**config.mk**
```make
export PLATFORM = sky130hd
export DESIGN_NAME = decode_stage
export DESIGN_NICKNAME = d
export VERILOG_FILES = /design/src/rtl/params.sv /design/src/rtl/instr_decoder.sv /design/src/rtl/decode_stage.sv
export SDC_FILE = /design/constraint.sdc
export NUM_CORES = 1
export LEC_CHECK = 0
export ABC_AREA = 1
export BUFFER_PORTS_ARGS = -buffer_cell sky130_fd_sc_hd__buf_2
export CAP_MARGIN = 0
export CORE_ASPECT_RATIO = 0.9
export CORE_UTILIZATION = 45
export CTS_CLUSTER_SIZE = 16
export DETAILED_ROUTE_END_ITERATION = 8
export MAX_ROUTING_LAYER = met4
export PLACE_DENSITY = 0.77
export SKIP_LAST_GASP = 1
export SLEW_MARGIN = 20
export SYNTH_ARGS = -nofsm -noshare
export SYNTH_HDL_FRONTEND = slang
export SYNTH_SLANG_ARGS = --single-unit
```
**constraint.sdc**
```tcl
create_clock -name clk -period 2.75 [get_ports clk]
set_input_delay 0.4125 -clock clk [delete_from_list [all_inputs] [get_ports clk]]
set_output_delay 0.4125 -clock clk [all_outputs]
set_load 0.05 [all_outputs]
```
**src/rtl/params.sv**
```systemverilog
// Shared types and constants for the RV32I decode stage: datapath word,
// ALU operand selects and op-codes, RV32I major opcodes and the packed
// control bundle that the decoder hands to execute.
package params;

   localparam int XLEN_C = 32;

   typedef logic [XLEN_C-1:0] word;

   // Encoding 0 is ADD so an all-zero bundle is a harmless ADD.
   typedef enum logic [3:0] {
      OP_ALU_ADD  = 4'd0,
      OP_ALU_SUB  = 4'd1,
      OP_ALU_SLL  = 4'd2,
      OP_ALU_SLT  = 4'd3,
      OP_ALU_SLTU = 4'd4,
      OP_ALU_XOR  = 4'd5,
      OP_ALU_SRL  = 4'd6,
      OP_ALU_SRA  = 4'd7,
      OP_ALU_OR   = 4'd8,
      OP_ALU_AND  = 4'd9
   } alu_op_t;

   // Operand-1 source: register file or the instruction's PC.
   typedef enum logic {
      ALU_RS1_OP = 1'b0,
      ALU_PC_OP  = 1'b1
   } alu_rs1_t;

   // Operand-2 source: register file or the decoded immediate.
   typedef enum logic {
      ALU_RS2_OP = 1'b0,
      ALU_IMM_OP = 1'b1
   } alu_rs2_t;

   localparam logic [6:0] OPC_OP     = 7'b0110011;
   localparam logic [6:0] OPC_OP_IMM = 7'b0010011;
   localparam logic [6:0] OPC_LUI    = 7'b0110111;
   localparam logic [6:0] OPC_AUIPC  = 7'b0010111;
   localparam logic [6:0] OPC_LOAD   = 7'b0000011;
   localparam logic [6:0] OPC_STORE  = 7'b0100011;
   localparam logic [6:0] OPC_JALR   = 7'b1100111;
   localparam logic [6:0] OPC_JAL    = 7'b1101111;

   localparam logic [6:0] F7_ZERO = 7'b0000000;
   localparam logic [6:0] F7_ALT  = 7'b0100000;

   typedef struct packed {
      word        pc;
      word        imm;
      alu_rs1_t   alu_rs1;
      alu_rs2_t   alu_rs2;
      alu_op_t    alu_op;
      logic [4:0] rs1_idx;
      logic [4:0] rs2_idx;
      logic [4:0] rd_idx;
      logic       rd_we;
      logic       illegal;
   } decode_bundle_t;

   // funct3 to ALU op; alt selects SUB/SRA on the two funct3 codes that
   // have an alternate form and is ignored elsewhere.
   function automatic alu_op_t funct3_to_op(input logic [2:0] funct3, input logic alt);
      alu_op_t op;
      case (funct3)
         3'b000:  op = alt ? OP_ALU_SUB : OP_ALU_ADD;
         3'b001:  op = OP_ALU_SLL;
         3'b010:  op = OP_ALU_SLT;
         3'b011:  op = OP_ALU_SLTU;
         3'b100:  op = OP_ALU_XOR;
         3'b101:  op = alt ? OP_ALU_SRA : OP_ALU_SRL;
         3'b110:  op = OP_ALU_OR;
         default: op = OP_ALU_AND;
      endcase
      return op;
   endfunction

endpackage

```
**src/rtl/instr_decoder.sv**
```systemverilog
// Pure-combinational RV32I decoder: instruction word + PC in, control
// bundle for the ALU out. Unsupported encodings produce a bundle flagged
// illegal with a neutral ADD, no write-back and a zero immediate.
module instr_decoder
   import params::*;
(
   input  word            instr,
   input  word            pc,
   output decode_bundle_t bundle
);

   logic [6:0] opcode;
   logic [2:0] funct3;
   logic [6:0] funct7;
   word        imm_i;
   word        imm_s;
   word        imm_u;
   word        imm_j;
   logic       legal;

   assign opcode = instr[6:0];
   assign funct3 = instr[14:12];
   assign funct7 = instr[31:25];

   assign imm_i = {{20{instr[31]}}, instr[31:20]};
   assign imm_s = {{20{instr[31]}}, instr[31:25], instr[11:7]};
   assign imm_u = {instr[31:12], 12'b0};
   assign imm_j = {{12{instr[31]}}, instr[19:12], instr[20], instr[30:21], 1'b0};

   // Decode the opcode into selects, op-code, immediate and write-enable.
   always_comb begin
      // NOTE: every output gets a default before the case so no path
      // leaves a signal unassigned, which would infer a latch.
      bundle         = '0;
      bundle.pc      = pc;
      bundle.rs1_idx = instr[19:15];
      bundle.rs2_idx = instr[24:20];
      bundle.rd_idx  = instr[11:7];
      bundle.alu_rs1 = ALU_RS1_OP;
      bundle.alu_rs2 = ALU_RS2_OP;
      bundle.alu_op  = OP_ALU_ADD;
      legal          = 1'b1;

      case (opcode)
         OPC_OP: begin
            bundle.rd_we  = 1'b1;
            bundle.alu_op = funct3_to_op(funct3, funct7 == F7_ALT);
            if (funct7 == F7_ALT) legal = (funct3 == 3'b000) || (funct3 == 3'b101);
            else                  legal = (funct7 == F7_ZERO);
         end
         OPC_OP_IMM: begin
            bundle.alu_rs2 = ALU_IMM_OP;
            bundle.imm     = imm_i;
            bundle.rd_we   = 1'b1;
            bundle.alu_op  = funct3_to_op(funct3, (funct3 == 3'b101) && (funct7 == F7_ALT));
            if (funct3 == 3'b001)      legal = (funct7 == F7_ZERO);
            else if (funct3 == 3'b101) legal = (funct7 == F7_ZERO) || (funct7 == F7_ALT);
         end
         OPC_LUI: begin
            // x0 + imm through the ALU's adder.
            bundle.rs1_idx = 5'd0;
            bundle.alu_rs2 = ALU_IMM_OP;
            bundle.imm     = imm_u;
            bundle.rd_we   = 1'b1;
         end
         OPC_AUIPC: begin
            bundle.alu_rs1 = ALU_PC_OP;
            bundle.alu_rs2 = ALU_IMM_OP;
            bundle.imm     = imm_u;
            bundle.rd_we   = 1'b1;
         end
         OPC_LOAD: begin
            bundle.alu_rs2 = ALU_IMM_OP;
            bundle.imm     = imm_i;
            bundle.rd_we   = 1'b1;
         end
         OPC_STORE: begin
            bundle.alu_rs2 = ALU_IMM_OP;
            bundle.imm     = imm_s;
         end
         OPC_JALR: begin
            // Target address only; execute produces the link value.
            bundle.alu_rs2 = ALU_IMM_OP;
            bundle.imm     = imm_i;
            bundle.rd_we   = 1'b1;
         end
         OPC_JAL: begin
            bundle.alu_rs1 = ALU_PC_OP;
            bundle.alu_rs2 = ALU_IMM_OP;
            bundle.imm     = imm_j;
            bundle.rd_we   = 1'b1;
         end
         default: legal = 1'b0;
      endcase

      if (!legal) begin
         bundle.alu_rs1 = ALU_RS1_OP;
         bundle.alu_rs2 = ALU_RS2_OP;
         bundle.alu_op  = OP_ALU_ADD;
         bundle.imm     = '0;
         bundle.rd_we   = 1'b0;
      end
      bundle.illegal = !legal;
   end

endmodule

```
**src/rtl/decode_stage.sv**
```systemverilog
// Pipelined RV32I decode stage: valid/ready in from fetch, registered
// control bundle out to execute, with flush and back-pressure handling.
// Build option DECODE_SKID_EN: two-entry skid buffer with a registered
// in_ready; otherwise a single output register whose in_ready follows
// out_ready combinationally. XLEN must be 32.
module decode_stage
   import params::*;
#(
   parameter int XLEN = 32
) (
   input  logic            clk,
   input  logic            rst,
   input  logic            flush,
   input  logic            in_valid,
   output logic            in_ready,
   input  logic [31:0]     in_instr,
   input  logic [XLEN-1:0] in_pc,
   output logic            out_valid,
   input  logic            out_ready,
   output logic [XLEN-1:0] out_pc,
   output logic [XLEN-1:0] out_imm,
   output alu_rs1_t        out_alu_rs1,
   output alu_rs2_t        out_alu_rs2,
   output alu_op_t         out_alu_op,
   output logic [4:0]      out_rs1_idx,
   output logic [4:0]      out_rs2_idx,
   output logic [4:0]      out_rd_idx,
   output logic            out_rd_we,
   output logic            out_illegal
);

   decode_bundle_t dec;
   decode_bundle_t main_q;

   instr_decoder u_instr_decoder (
      .instr  (in_instr),
      .pc     (in_pc),
      .bundle (dec)
   );

`ifdef DECODE_SKID_EN

   typedef enum logic [1:0] {
      EMPTY = 2'd0,
      ONE   = 2'd1,
      FULL  = 2'd2
   } occ_t;

   occ_t           state_q;
   occ_t           state_d;
   decode_bundle_t skid_q;
   logic           in_ready_q;
   logic           in_fire;
   logic           out_fire;
   logic           load_main_in;
   logic           load_main_skid;
   logic           load_skid;

   assign in_ready  = in_ready_q;
   assign out_valid = (state_q != EMPTY);
   assign in_fire   = in_valid && in_ready_q;
   assign out_fire  = out_valid && out_ready;

   // Occupancy next-state and buffer load controls; flush empties everything.
   always_comb begin
      state_d        = state_q;
      load_main_in   = 1'b0;
      load_main_skid = 1'b0;
      load_skid      = 1'b0;
      if (flush) begin
         state_d = EMPTY;
      end else begin
         case (state_q)
            EMPTY: begin
               if (in_fire) begin
                  load_main_in = 1'b1;
                  state_d      = ONE;
               end
            end
            ONE: begin
               case ({in_fire, out_fire})
                  2'b11: load_main_in = 1'b1;
                  2'b10: begin
                     load_skid = 1'b1;
                     state_d   = FULL;
                  end
                  2'b01:   state_d = EMPTY;
                  default: state_d = ONE;
               endcase
            end
            FULL: begin
               if (out_fire) begin
                  load_main_skid = 1'b1;
                  state_d        = ONE;
               end
            end
            default: state_d = EMPTY;
         endcase
      end
   end

   // Occupancy, registered in_ready and the main/skid payload registers.
   always_ff @(posedge clk or posedge rst) begin
      // NOTE: the payload registers are reset as well because execute
      // sees them directly and must read an all-zero bundle after reset.
      if (rst) begin
         state_q    <= EMPTY;
         in_ready_q <= 1'b1;
         main_q     <= '0;
         skid_q     <= '0;
      end else begin
         // NOTE: non-blocking assignments so every register samples the
         // pre-edge values, independent of statement order.
         state_q    <= state_d;
         in_ready_q <= (state_d != FULL);
         if (load_main_in)        main_q <= dec;
         else if (load_main_skid) main_q <= skid_q;
         if (load_skid)           skid_q <= dec;
      end
   end

`else

   logic valid_q;

   assign out_valid = valid_q;
   assign in_ready  = !rst && (!valid_q || out_ready);

   // Single output register: load on accept, drop on consume or flush.
   always_ff @(posedge clk or posedge rst) begin
      if (rst) begin
         valid_q <= 1'b0;
         main_q  <= '0;
      end else if (flush) begin
         valid_q <= 1'b0;
      end else if (in_valid && in_ready) begin
         valid_q <= 1'b1;
         main_q  <= dec;
      end else if (out_ready) begin
         valid_q <= 1'b0;
      end
   end

`endif

   assign out_pc      = main_q.pc;
   assign out_imm     = main_q.imm;
   assign out_alu_rs1 = main_q.alu_rs1;
   assign out_alu_rs2 = main_q.alu_rs2;
   assign out_alu_op  = main_q.alu_op;
   assign out_rs1_idx = main_q.rs1_idx;
   assign out_rs2_idx = main_q.rs2_idx;
   assign out_rd_idx  = main_q.rd_idx;
   assign out_rd_we   = main_q.rd_we;
   assign out_illegal = main_q.illegal;

endmodule

```
==> reports/summary.txt, run 1 <==
total gr overflow: 0
Slew @ Worst Pin: 0.724 ns
Worst path top cell family by delay: simple AND/OR/NAND/NOR gates
clock sink count: 88
critical path buffer and inverter count: 5
Inst Count DP: 847
critical path class: in2reg
final setup fails: 0
total CTS buffers: 9
Core ar.: 0.00921 mm²
die height: 94.7 µm
FF/Latch Area: 0.00220 mm²
first-pass iteration count of the detailed router: 5
die area: 0.00994 mm²
non-filler instance count after layout: 863
Tmin final: 1.71 ns
CP max-delay cell: nand3_2
Cell Area, Synth: 0.00430 mm²
FP Rows: 33
startpoint types: primary input
P_sw: 0.00122 W
Comb pwr share: 26.4%
worst-path cell chain: buf_2 > inv_1 > nand2_2 > inv_2 > nand2_1 > buf_4 > nand2_1 > nor2_1 > nand3_2 > buf_12 > nand3_1 > nand2_1
cts hold-fix bufs: 0
syn_area_per_cell: 7.28 µm²
vias in the first global route: 3,945
CP max stage delay: 0.28 ns
I/O pin count: 158
largest fanout on the critical path: 26
Post-CTS Repair Setup Buffers: 0
Final period util: 62.0%
Final Worst Setup Slack: 1.04 ns
Yosys cell types: 19
cts repair resizes: 0
Clk network pwr share: 29.3%
Synth Register Bits: 88
leakage: 3.36 nW
synthesized instance count: 590
DP Worst Slack: 0.691 ns
Flop pwr share: 44.3%
post-synthesis sequential area ratio: 51.3%
PwrDens: 620 mW/mm²
Finished Cell Area: 0.00538 mm²
DPL Wire Length: 8140 µm
die width: 105 µm
critical path required time: 2.99 ns
antenna diode count: 0
R2R Path Start: out_valid
Post-DRT Antenna Nets: 0
Clock transition at path regs: 0.09 ns
outcome: completed
syn nets: 659
iteration-0 DRC count of the detailed router: 276
Root Driver: clkbuf_8
wire length per cell: 13.2 µm
Max Fclk: 0.586 GHz
GRT Overall Usage: 24.7%
H-tree depth: 3
maxcap violations: 0
FF-to-FF End: out_imm[9]
Layout Area Growth over Synthesis: 25.3%
clk_lat worst skew: 0.36 ns
layout cell share with drive strength beyond 1: 26.7%
initial antenna violation count: 0
capturing element type of the critical path: register
Port Buf Inserts: 157
DRC viols: 0
slew margin rel.: 51.7%
initial core utilization: 46.7%
sw frac: 36.4%
filler cell count: 872
Area after DPL: 0.00517 mm²
Pint: 0.00212 W
min-delay worst type: in2async
final hold vios: 0
Clock Path Buffers: 2
Setup TNS: 0 ns
VDD IR-drop max: 0.000327 V
worst r2r path cells: 8
Slew Viols, Final: 0
RSZ-0062 raised after global routing: false
cell mode on critical path: nand2_1
Final Routed Wirelength: 11,400 µm
CTS tree: built
Total Nets Final: 805
maximum number of pins on one net before global-route repair: 65
warnings from Yosys: 0
total number of vias: 4,201
DR vias/cell: 4.87
first-pass GRT wire length: 18,800 µm
worst-case clock skew: 0.0124 ns
area of the multi-input gates: 0.00174 mm²
crit path DAT: 1.95 ns
routability cong.: 0.904
reg-to-reg slack, setup: 1.15 ns
hold slack final: 0.183 ns
[per-stage QoR]
step | total power (W) | utilization (%)
floorplan | 0.00214 | -
global placement | 0.00237 | 56.2
detailed placement | 0.00239 | 56.2
CTS | 0.00336 | 58.5
global route | 0.00349 | 58.5
finish | 0.00334 | 58.5
[state kept, by name, indices dropped and copies added (netlist names)]
signal,cells
out_illegal,1
out_alu_rs2,1
out_alu_op,4
out_rs2_idx,5
out_rs1_idx,5
out_valid,1
out_rd_idx,5
out_imm,32
out_rd_we,1
out_alu_rs1,1
out_pc,32
[power by group through the flow]
stage	Combinational, W	Clock, W	Sequential, W
2_1_floorplan	0.000197	0	0.00194
3_3_place_gp	0.000872	0	0.00150
3_5_place_dp	0.000886	0	0.00150
4_1_cts	0.000886	0.000998	0.00148
5_1_grt	0.000945	0.00105	0.00150
6_report	0.000880	0.000980	0.00148
[cells in the mapped netlist]
master / number / area (µm²)
nor2_1: 28 / 105
buf_4: 1 / 7.51
buf_2: 14 / 70.1
o21ai_0: 22 / 110
inv_2: 7 / 26.3
buf_6: 3 / 33.8
nand2_2: 2 / 12.5
nor2_4: 1 / 11.3
inv_1: 48 / 180
dfrtp_1: 88 / 2200
nand4_1: 2 / 12.5
nand3_2: 3 / 30.0
nand3_1: 66 / 330
nand2_1: 284 / 1070
nor3_1: 2 / 10.0
a21oi_2: 1 / 8.76
a21oi_1: 2 / 10.0
nor2_2: 4 / 25.0
clkbuf_1: 12 / 45.0
[cell families after synthesis]
group,Yosys count,synth area share (%)
buffers and inverters,85,8.45
AOI/OAI and AO/OA,25,3.00
DFF,88,51.3
and+or+nand+nor,392,37.3
[layout by cell type, fill, tap and decap left out]
master / synthesis / routed
a21oi_1: 2 / 2
a21oi_2: 1 / 1
buf_12: 0 / 2
buf_2: 14 / 157
buf_4: 1 / 6
bufinv_16: 0 / 2
clkbuf_1: 12 / 2
clkbuf_8: 0 / 9
clkinv_2: 0 / 3
dfrtp_1: 88 / 88
inv_1: 48 / 47
inv_2: 7 / 6
inv_4: 0 / 1
inv_6: 0 / 1
nand2_1: 284 / 284
nand2_2: 2 / 2
nand3_1: 66 / 66
nand3_2: 3 / 3
nand4_1: 2 / 2
nor2_1: 28 / 28
nor2_2: 4 / 3
nor2_4: 1 / 2
nor3_1: 2 / 2
o21ai_0: 22 / 22
[cell type report]
type | count | share of cell area [%]
Sequential cell | 88 | 40.9
Multi-Input combinational cell | 417 | 32.3
Timing Repair Buffer | 165 | 16.2
Inverter | 55 | 3.91
Tap cell | 122 | 2.84
Clock buffer | 11 | 2.44
Clock inverter | 5 | 1.46
[worst max path at each step]
| stage | startpoint | depth (start not counted) | endpoint | slack [ns] |
|---|---|---|---|---|
| after floorplan | rst | 1 | out_alu_op[0] | 0.06 |
| after global placement | in_instr[6] | 12 | out_imm[10] | 0.79 |
| after detailed placement | in_instr[6] | 12 | out_imm[9] | 0.69 |
| after CTS | in_instr[6] | 12 | out_imm[9] | 1.06 |
| after global routing | in_instr[4] | 10 | out_imm[26] | 0.86 |
| final | in_instr[6] | 12 | out_imm[9] | 1.04 |
[layer usage]
metal  up-vias  global-route usage [%]  wire (µm)
met2       140                    42.0       5650
met1      1958                    31.1       5020
met4         0                    6.92        123
li1       2093                       -          -
met5         -                       -          0
met3        10                    3.59        603
(Power assumes the default switching activity.)
==> inputs of run 2 (changes only) <==
Settings changed: ABC_AREA 1 to 0, CORE_UTILIZATION 45 to 48, PLACE_DENSITY 0.77 to 0.79.
Clock period 2.75 ns to 1.6 ns, I/O delays scaled along.
==> reports/summary.txt, run 2 <==
outcome: complete, but fails checks
failing checks: design-rule violations, negative setup slack
critical path class: in2reg
total gr overflow: 0
most common cell after layout, fill and taps aside: buf_2
layout cell share with drive strength beyond 1: 41.3%
syn nets: 487
Clock Path Buffers: 2
total CTS buffers: 9
Worst setup endpoint: out_imm[30]
total number of vias: 3,675
Synth Area in Adders: 0%
Synth Register Bits: 88
I/O pin count: 158
DP Worst Slack: -0.394 ns
Crit. Startpoint: in_instr[31]
initial antenna violation count: 0
Max Fclk: 0.620 GHz
Top FF cell, synth: dfrtp_1
iteration-0 DRC count of the detailed router: 302
Post-DRT Antenna Nets: 0
FP Rows: 31
first-pass iteration count of the detailed router: 7
Cell Area, Synth: 0.00395 mm²
post-synthesis sequential area ratio: 55.7%
CTS tree: built
Port Buf Inserts: 157
Clock transition at path regs: 0.09 ns
vias in the first global route: 3,363
warnings from Yosys: 0
count leader, synth: nand2_1
Root Driver: clkbuf_8
met2 Use GR: 39.3%
Yosys cell types: 43
DRC viols: 6
Overall Power: 0.00653 W
die area: 0.00860 mm²
Async S/R FF share, synth: 100%
slew margin rel.: 66.8%
crit path DAT: 1.88 ns
GRT busiest layer: met2
largest family of logic cells by synthesized area: simple AND/OR/NAND/NOR gates
GRT Overall Usage: 24.8%
GR Util met3: 4.47%
die height: 88.1 µm
final hold vios: 0
Final Worst Setup Slack: -0.0124 ns
Post-synth top cells: nand2_1, dfrtp_1, nor2_1
Layout Area Growth over Synthesis: 37.0%
H-tree depth: 3
Synth Area in Simple Gates: 26.4%
top cells by area, synth: dfrtp_1, nand2_1, nor2_1
leakage: 2.86 nW
Area after DPL: 0.00506 mm²
Slew @ Worst Pin: 0.494 ns
DPL Wire Length: 7500 µm
initial core utilization: 49.2%
largest fanout on the critical path: 6
Core ar.: 0.00803 mm²
VDD IR-drop max: 0.000744 V
share of the synthesized area in the top cell type: 55.7%
wire length per cell: 15.9 µm
Total Nets Final: 665
Synth Area in XOR/XNOR: 0.222%
syn_area_per_cell: 9.45 µm²
clock sink count: 88
first-pass GRT wire length: 16,100 µm
PwrDens: 1210 mW/mm²
Slew Viols, Final: 0
multiplexer share of the synthesized area: 0.253%
DR vias/cell: 5.26
Tmin final: 1.61 ns
startpoint types: primary input
antenna diode count: 0
Final period util: 101%
worst r2r path cells: 5
Compound-Gate Fraction of Synth Area: 13.4%
capturing element type of the critical path: register
maxcap violations: 0
maximum number of pins on one net before global-route repair: 88
reg-to-reg slack, setup: 0.09 ns
worst-case clock skew: 0.00955 ns
Post-synth EDFFs: 0
routability cong.: 0.827
final setup fails: 1
FF-to-FF End: out_alu_op[0]
synthesized instance count: 418
Final Routed Wirelength: 11,100 µm
most frequent cells in the layout: buf_2, nand2_1, dfrtp_1, nor2_1, buf_4
met1 Track Usage GR: 32.3%
R2R Path Start: out_valid
die width: 97.6 µm
Finished Cell Area: 0.00541 mm²
clk_lat worst skew: 0.36 ns
min-delay worst type: in2async
Synth area leader: dfrtp_1
critical path required time: 1.87 ns
==> run 2: changes by cell type in the layout (fill, tap and decap cells not counted), sizes merged, moves of 9 or more <==
cell | before | now
inv | 55 | 5
a211oi | 0 | 22
buf | 165 | 191
o21ai | 22 | 8
and3 | 0 | 9
a22o | 0 | 12
nand2 | 286 | 152
nand3 | 69 | 2
nor3 | 2 | 18
==> run 2: power breakdown <==
group          switching (W)  internal (W)  leakage (nW)  total [W]
Combinational        0.00170      0.000565          1.65    0.00227
Sequential          0.000167       0.00253          1.12    0.00270
Clock               0.000839      0.000722        0.0879    0.00156
==> run 2: worst max-delay path, stage by stage <==
cell and delay, ns:
buf_2 0.11, or4_4 0.57, o41ai_4 0.28, a31oi_4 0.17, and2_2 0.28, nor3_1 0.22
==> run 2: worst min path at each step <==
stage               depth (start not counted)  startpoint          end  slack [ns]
floorplan                                   2    in_pc[0]    out_pc[0]        0.35
global placement                            2         rst    out_valid        0.14
detailed placement                          2         rst    out_valid        0.15
CTS                                         3         rst  out_imm[21]        0.06
global route                                3   in_pc[21]   out_pc[21]        0.05
finish                                      3         rst   out_imm[5]        0.04
==> run 2: cell type report <==
class                           count  area [µm²]
Timing Repair Buffer              193        1150
Clock inverter                      6        70.1
Fill cell                         636        2620
Tap cell                           99         124
Clock buffer                        9         124
Inverter                            5        22.5
Sequential cell                    88        2200
Multi-Input combinational cell    299        1720
==> run 2: what timing repair did <==
item                                    4_1_cts  5_1_grt
resized for setup                             1       16
endpoints found under the setup margin       15       51
hold buffers                                  1        0
gates cloned                                  0        3
pin swaps                                     0        5
setup buffers                                 1        1
hold endpoints to repair                      1        0
==> run 2: routing by layer <==
metal  routed length, µm  share of wire [%]
met1                4730                 43
met2                5540                 50
met3                 585                5.3
met4                 238                2.1
met5                   0                  0
==> run 2: cell families (layout without fill, tap and decap cells) <==
logic type                Yosys count  after routing
and+or+nand+nor                   229            231
DFF                                88             88
AOI/OAI and AO/OA                  66             66
buffers and inverters              33            213
xor gates and xnor gates            1              1
muxes                               1              1
==> run 2: through the flow <==
stage | std cells | util (%) | TNS, ns | hold slack [ns]
2_1_floorplan | 418 | - | -23.51 | 0.345
3_3_place_gp | 678 | 63.1 | -8.96 | 0.145
3_5_place_dp | 678 | 63.1 | -10.90 | 0.149
4_1_cts | 695 | 65.9 | -0.132 | 0.0558
5_1_grt | 699 | 67.4 | -0.00224 | 0.0511
6_report | 699 | 67.4 | -0.0124 | 0.0393
